File: src/rtl/farbwechsel_ctrl_if.sv
`default_nettype none
`timescale 1ns/1ps
// ============================================================================
// Module      : farbwechsel_ctrl_if
// Description : Control/colour bundle between the frame source and the
//               colour-change controller.
// Revision    : 1.0 - initial release
// ============================================================================
interface farbwechsel_ctrl_if;
    logic       enable;
    logic       turbo;
    logic       frame_tick;
    logic       hit;
    logic [2:0] rgb;
    logic       change;

    modport master (
        output enable,
        output turbo,
        output frame_tick,
        output hit,
        input  rgb,
        input  change
    );

    modport slave (
        input  enable,
        input  turbo,
        input  frame_tick,
        input  hit,
        output rgb,
        output change
    );
endinterface
`default_nettype wire

File: src/rtl/farbwechsel_ctrl.sv
`default_nettype none
`timescale 1ns/1ps
// ============================================================================
// Module      : farbwechsel_ctrl
// Description : Steps the Pong colour through a 7-entry palette every N
//               frames; hits force an extra step, applied on frame_tick only.
// Revision    : 1.0 - initial release
// ============================================================================
module farbwechsel_ctrl #(
    parameter int FRAMES_NORMAL = 60,
    parameter int FRAMES_TURBO  = 8
) (
    input  logic                 clk,
    input  logic                 reset_n,
    farbwechsel_ctrl_if.slave    bus
);

    localparam logic [7:0] c_normal_m1 = 8'(FRAMES_NORMAL - 1);
    localparam logic [7:0] c_turbo_m1  = 8'(FRAMES_TURBO - 1);
    localparam logic [2:0] c_rgb_reset = 3'b111;
    localparam logic [2:0] c_rgb_first = 3'b001;

    typedef enum logic [1:0] {
        S_IDLE  = 2'd0,
        S_RUN   = 2'd1,
        S_ARMED = 2'd2
    } state_t;

    state_t     r_state;
    state_t     w_state_nxt;
    logic [7:0] r_fcnt;
    logic [7:0] w_fcnt_nxt;
    logic [2:0] r_rgb;
    logic       r_change;
    logic       r_hit_d;
    logic       w_hit_req;
    logic       w_step;
    logic [7:0] w_period_m1;

    // A held hit is one request: only its first cycle counts.
    assign w_hit_req   = bus.hit & ~r_hit_d;
    assign w_period_m1 = bus.turbo ? c_turbo_m1 : c_normal_m1;

    always_comb begin
        w_state_nxt = r_state;
        w_fcnt_nxt  = r_fcnt;
        w_step      = 1'b0;
        case (r_state)
            S_IDLE: begin
                w_fcnt_nxt = 8'd0;
                if (bus.enable) begin
                    w_state_nxt = S_RUN;
                end
            end
            S_RUN: begin
                if (!bus.enable) begin
                    w_state_nxt = S_IDLE;
                    w_fcnt_nxt  = 8'd0;
                end else if (bus.frame_tick) begin
                    // >= so a turbo switch past the new period steps at once
                    if (w_hit_req || (r_fcnt >= w_period_m1)) begin
                        w_step     = 1'b1;
                        w_fcnt_nxt = 8'd0;
                    end else begin
                        w_fcnt_nxt = r_fcnt + 8'd1;
                    end
                end else if (w_hit_req) begin
                    w_state_nxt = S_ARMED;
                end
            end
            S_ARMED: begin
                if (!bus.enable) begin
                    w_state_nxt = S_IDLE;
                    w_fcnt_nxt  = 8'd0;
                end else if (bus.frame_tick) begin
                    w_step      = 1'b1;
                    w_fcnt_nxt  = 8'd0;
                    w_state_nxt = S_RUN;
                end
            end
            default: begin
                w_state_nxt = S_IDLE;
                w_fcnt_nxt  = 8'd0;
            end
        endcase
    end

    always_ff @(posedge clk) begin
        if (!reset_n) begin
            r_state <= S_IDLE;
        end else begin
            r_state <= w_state_nxt;
        end
    end

    always_ff @(posedge clk) begin
        if (!reset_n) begin
            r_fcnt   <= 8'd0;
            r_rgb    <= c_rgb_reset;
            r_change <= 1'b0;
            r_hit_d  <= 1'b0;
        end else begin
            r_fcnt   <= w_fcnt_nxt;
            r_change <= w_step;
            r_hit_d  <= bus.hit;
            if (w_step) begin
                r_rgb <= (r_rgb == 3'b111) ? c_rgb_first : (r_rgb + 3'd1);
            end
        end
    end

    assign bus.rgb    = r_rgb;
    assign bus.change = r_change;

endmodule
`default_nettype wire

File: src/flat_wrapper.sv
// flat-port wrapper written by rule: the top's interface ports become plain ports
module farbwechsel_ctrl_flat 
#(
    parameter int FRAMES_NORMAL = 60,
    parameter int FRAMES_TURBO  = 8
)
  (clk, reset_n, bus_enable, bus_turbo, bus_frame_tick, bus_hit, bus_rgb, bus_change);
  farbwechsel_ctrl_if bus_i ();
  input  logic clk;
  input  logic reset_n;
  input wire logic [$bits(bus_i.enable)-1:0] bus_enable;
  input wire logic [$bits(bus_i.turbo)-1:0] bus_turbo;
  input wire logic [$bits(bus_i.frame_tick)-1:0] bus_frame_tick;
  input wire logic [$bits(bus_i.hit)-1:0] bus_hit;
  output wire logic [$bits(bus_i.rgb)-1:0] bus_rgb;
  output wire logic [$bits(bus_i.change)-1:0] bus_change;
  assign bus_i.enable = bus_enable;
  assign bus_i.turbo = bus_turbo;
  assign bus_i.frame_tick = bus_frame_tick;
  assign bus_i.hit = bus_hit;
  assign bus_rgb = bus_i.rgb;
  assign bus_change = bus_i.change;
  farbwechsel_ctrl #(.FRAMES_NORMAL(FRAMES_NORMAL), .FRAMES_TURBO(FRAMES_TURBO)) u_core (.clk(clk), .reset_n(reset_n), .bus(bus_i));
endmodule
File: config.mk
export PLATFORM = sky130hd
export DESIGN_NAME = farbwechsel_ctrl_flat
export DESIGN_NICKNAME = d
export VERILOG_FILES = /design/src/rtl/farbwechsel_ctrl_if.sv /design/src/rtl/farbwechsel_ctrl.sv /design/src/flat_wrapper.sv
export SDC_FILE = /design/constraint.sdc
export NUM_CORES = 1
export LEC_CHECK = 0
export ABC_AREA = 1
export CORE_UTILIZATION = 35
export DETAILED_ROUTE_END_ITERATION = 6
export PLACE_DENSITY = 0.56
export SETUP_SLACK_MARGIN = 0.1
export SYNTH_ARGS = -nofsm -noshare
export SYNTH_HDL_FRONTEND = slang
export SYNTH_SLANG_ARGS = --single-unit
File: constraint.sdc
create_clock -name clk -period 1.6 [get_ports clk]
set_input_delay 0.32 -clock clk [delete_from_list [all_inputs] [get_ports clk]]
set_output_delay 0.32 -clock clk [all_outputs]
set_load 0.005 [all_outputs]
==> out/summary.log <==
qor: status.run_status finished clean
qor: floorplan.placement_rows 18
qor: route.detailedRoute.firstPassIterationCount 4
qor: setup_path.critPathLaunch u_core.bus.change$_SDFF_PN0_
qor: sta.timing_max_transition_violations_final 0
qor: setup_path.crit_chain clkdlybuf4s50_1
qor: min_path.holdPathStages 2
qor: placement.portBuffers 9
qor: job.drv.max_cap_violation_count 0
qor: setup_path.worst_setup_path_end_kind output pin
qor: sta.timing.fmax 698 MHz
qor: cts.cts_num_sinks 15
qor: placement.place_worst_setup_slack -294 ps
qor: power.irDropWorstVdd 0.478 mV
qor: sta.final_cycle_utilization_of_the_critical_path 89.6%
qor: floorplan.die_x 52.7 um
qor: global_routing.antenna_found_initial 0
qor: placement.dp.final_hpwl 1410 um
qor: logic_synthesis.synth-seq-area-share 33.4%
qor: setup_path.reg2reg_launch_point u_core.r_state[0]$_SDFFE_PN0P_
qor: layout.post_route_cells_drive_above_1_share 24.8%
qor: layout.ff_latch_area 308 sq um
qor: setup_path.critPathRequiredTime 1280 ps
qor: setup_path.critical_path_cell_count 1
qor: setup_path.cp_num_buf_inv 1
qor: sta.final.setup.worst_slack 167 ps
qor: cts.cts_root_buffer sky130_fd_sc_hd__clkbuf_4
qor: route.route.detailed.vias_per_inst 4.65
qor: cts.cts_inserted_buffers 3
qor: logic_synthesis.netlist_area 900 sq um
qor: global_routing.first_global_vias 688
qor: layout.multi_input_comb_area 551 sq um
qor: cts.clkLatencyLatePin 300 ps
qor: logic_synthesis.synthCells 120
qor: setup_path.cp.arrival 1110 ps
qor: floorplan.die_h 52.7 um
qor: route.drt.antenna.violating_nets 0
qor: layout.layout.core_utilization 45.7%
qor: power.power_leakage 0.546 nW
qor: setup_path.crit_slowest_cell sky130_fd_sc_hd__clkdlybuf4s50_1
qor: min_path.min-delay-path-class reg -> reg
qor: sta.clock-skew-final 6.39 ps
qor: global_routing.grt_start_max_net_pins 10
qor: layout.layout.filler_cells 274
qor: floorplan.starting_utilization_of_the_core_area 36.6%
qor: floorplan.core 2450 sq um
qor: setup_path.reg2reg_depth 10
qor: setup_path.cp-endpoint bus_change
qor: sta.number_of_endpoints_failing_setup_at_the_final_stage 0
qor: setup_path.timing.setup.critical_path_class reg -> out
qor: sta.min_period 1430 ps
qor: cts.htree_levels 1
qor: setup_path.cp_max_fo 1
qor: route.route.vias.total 777
qor: setup_path.critical-path-top-delay-family buffers and inverters
qor: global_routing.track_usage 14.5%
qor: logic_synthesis.yosys_warnings 0
qor: layout.ant_diodes 0
qor: logic_synthesis.synthesized_net_count 137
qor: cts.clock_tree.buffer_depth 2
qor: logic_synthesis.yosys_register_bits 15
qor: logic_synthesis.netlist-cell-type-count 26
qor: cts.cts_tree built
qor: cts.cts.hold.buffers_added 0
qor: route.drcViolationCount 0
qor: global_routing.first_pass_grt_wire_length 2860 um
qor: sta.setup_repair_after_global_routing_missed_its_margin true
qor: route.drt_iter0_drc 5
qor: global_routing.overflow 0
qor: cts.clock_transition_at_the_registers_of_the_reported_paths 100 ps
qor: sta.slew_headroom 79.3%
qor: floorplan.boundaryPins 10
qor: setup_path.regToRegSetupSlack 190 ps
qor: sta.tightest_slew 309 ps
qor: power.power.density_cell_area 735 nW/um^2
qor: route.total_detailed_routing_wirelength 1820 um
qor: setup_path.max_stage_delay 490 ps
qor: sta.timing.setup.tns 0 ps
qor: layout.number_of_nets_in_the_finished_design 155
qor: setup_path.critPathLaunchType flip-flop
qor: layout.area_growth_syn_to_layout 24.6%
qor: sta.hold_violations 0
qor: route.detail_route.wl_per_cell 10.9 um
qor: placement.globalplace.congestion 0.774
qor: logic_synthesis.avgSynthCellArea 7.50 sq um
qor: floorplan.die_area 2780 sq um
qor: setup_path.crit-reg2reg-capture u_core.r_fcnt[5]$_SDFFE_PN0P_
how the worst min path moves through the flow:
stage | from | endpoint | slack [ps]
CTS | u_core.r_fcnt[7]$_SDFFE_PN0P_ | u_core.r_fcnt[7]$_SDFFE_PN0P_ | 470
detailed placement | u_core.r_fcnt[7]$_SDFFE_PN0P_ | u_core.r_fcnt[7]$_SDFFE_PN0P_ | 450
floorplan | reset_n | u_core.bus.rgb[0]$_SDFFE_PN1P_ | 400
global placement | u_core.r_fcnt[7]$_SDFFE_PN0P_ | u_core.r_fcnt[7]$_SDFFE_PN0P_ | 450
global route | u_core.bus.rgb[1]$_SDFFE_PN1P_ | u_core.bus.rgb[1]$_SDFFE_PN1P_ | 500
finish | u_core.r_fcnt[7]$_SDFFE_PN0P_ | u_core.r_fcnt[7]$_SDFFE_PN0P_ | 460
power breakdown:
group	leakage (nW)	switching, mW	internal, mW
combinational	0.406	0.107	0.0780
sequential	0.122	0.0144	0.392
clock	0.0177	0.139	0.0932
metrics by stage:
stage                     power (mW)  area [sq um]  hold slack [ps]  std cells
after floorplan                0.532           900              404        120
after global placement         0.587          1050              447        162
after detailed placement       0.591          1050              453        162
after CTS                      0.817          1080              468        166
after global routing           0.868          1120              498        167
final                          0.824          1120              461        167
cells by family (layout without fill, tap and decap cells):
| family | Yosys count | in the layout | synth area share [%] |
|---|---|---|---|
| simple gates | 62 | 62 | 33.7 |
| buf+inv | 19 | 36 | 7.93 |
| flops | 15 | 15 | 33.4 |
| fa+ha+maj | 11 | 11 | 15.3 |
| compound gates | 11 | 11 | 7.79 |
| xor+xnor | 2 | 2 | 1.95 |
layer usage:
metal,share of wire [%],vias up,global-route usage (%)
met5,0,-,0
met4,1.9,0,6.58
met3,2.9,5,3.48
met2,48,9,24.3
met1,47,345,17.4
li1,-,418,-
what timing repair did:
item | CTS | global route
setup buffers | 0 | 1
gates cloned | 0 | 0
setup endpoints to repair | 14 | 15
gates resized for setup | 4 | 14
pin swaps | 1 | 2
cell type report:
cell class | count | share of cell area, %
multi-input cells | 86 | 49.1
flip-flops and latches | 15 | 27.5
repair buffers | 13 | 11.3
inverters | 19 | 6.36
well taps | 30 | 3.35
clock buffers | 3 | 2.01
clock inverters | 1 | 0.446
placed cells by master (no fill, tap or decap), types with 2 or more instances in the layout:
cell type / instances
sky130_fd_sc_hd__o21ai_1: 4
sky130_fd_sc_hd__clkbuf_4: 3
sky130_fd_sc_hd__nand3_1: 12
sky130_fd_sc_hd__nor2_1: 7
sky130_fd_sc_hd__nand2_1: 24
sky130_fd_sc_hd__dfxtp_1: 9
sky130_fd_sc_hd__buf_4: 4
sky130_fd_sc_hd__nand2_2: 3
sky130_fd_sc_hd__clkdlybuf4s50_1: 5
sky130_fd_sc_hd__nand2_4: 2
sky130_fd_sc_hd__dlymetal6s2s_1: 3
sky130_fd_sc_hd__inv_2: 2
sky130_fd_sc_hd__a21oi_1: 2
sky130_fd_sc_hd__dfxtp_2: 6
sky130_fd_sc_hd__inv_1: 16
sky130_fd_sc_hd__nor2_2: 7
sky130_fd_sc_hd__nand3_2: 2
sky130_fd_sc_hd__ha_1: 11
cells in the mapped netlist (all sizes together):
| cell | count | area, sq um |
|---|---|---|
| nand2 | 29 | 124 |
| a21oi | 2 | 10.0 |
| o21bai | 2 | 18.8 |
| o21ai | 6 | 33.8 |
| xnor2 | 1 | 8.76 |
| xor2 | 1 | 8.76 |
| and3 | 1 | 7.51 |
| a21o | 1 | 7.51 |
| clkinv | 1 | 3.75 |
| nand3b | 1 | 7.51 |
| nor3 | 1 | 5.00 |
| nand3 | 15 | 92.6 |
| inv | 18 | 67.6 |
| nor2 | 14 | 60.1 |
| nand4 | 1 | 6.26 |
| ha | 11 | 138 |
| dfxtp | 15 | 300 |
flip-flops by register name (all words and copies together), names as in the netlist:
signal and cells:
u_core.bus.change 1, u_core.bus.rgb 3, u_core.r_fcnt 8, u_core.r_hit_d 1, u_core.r_state 2
Note: power is estimated with default switching activity, not from simulation.
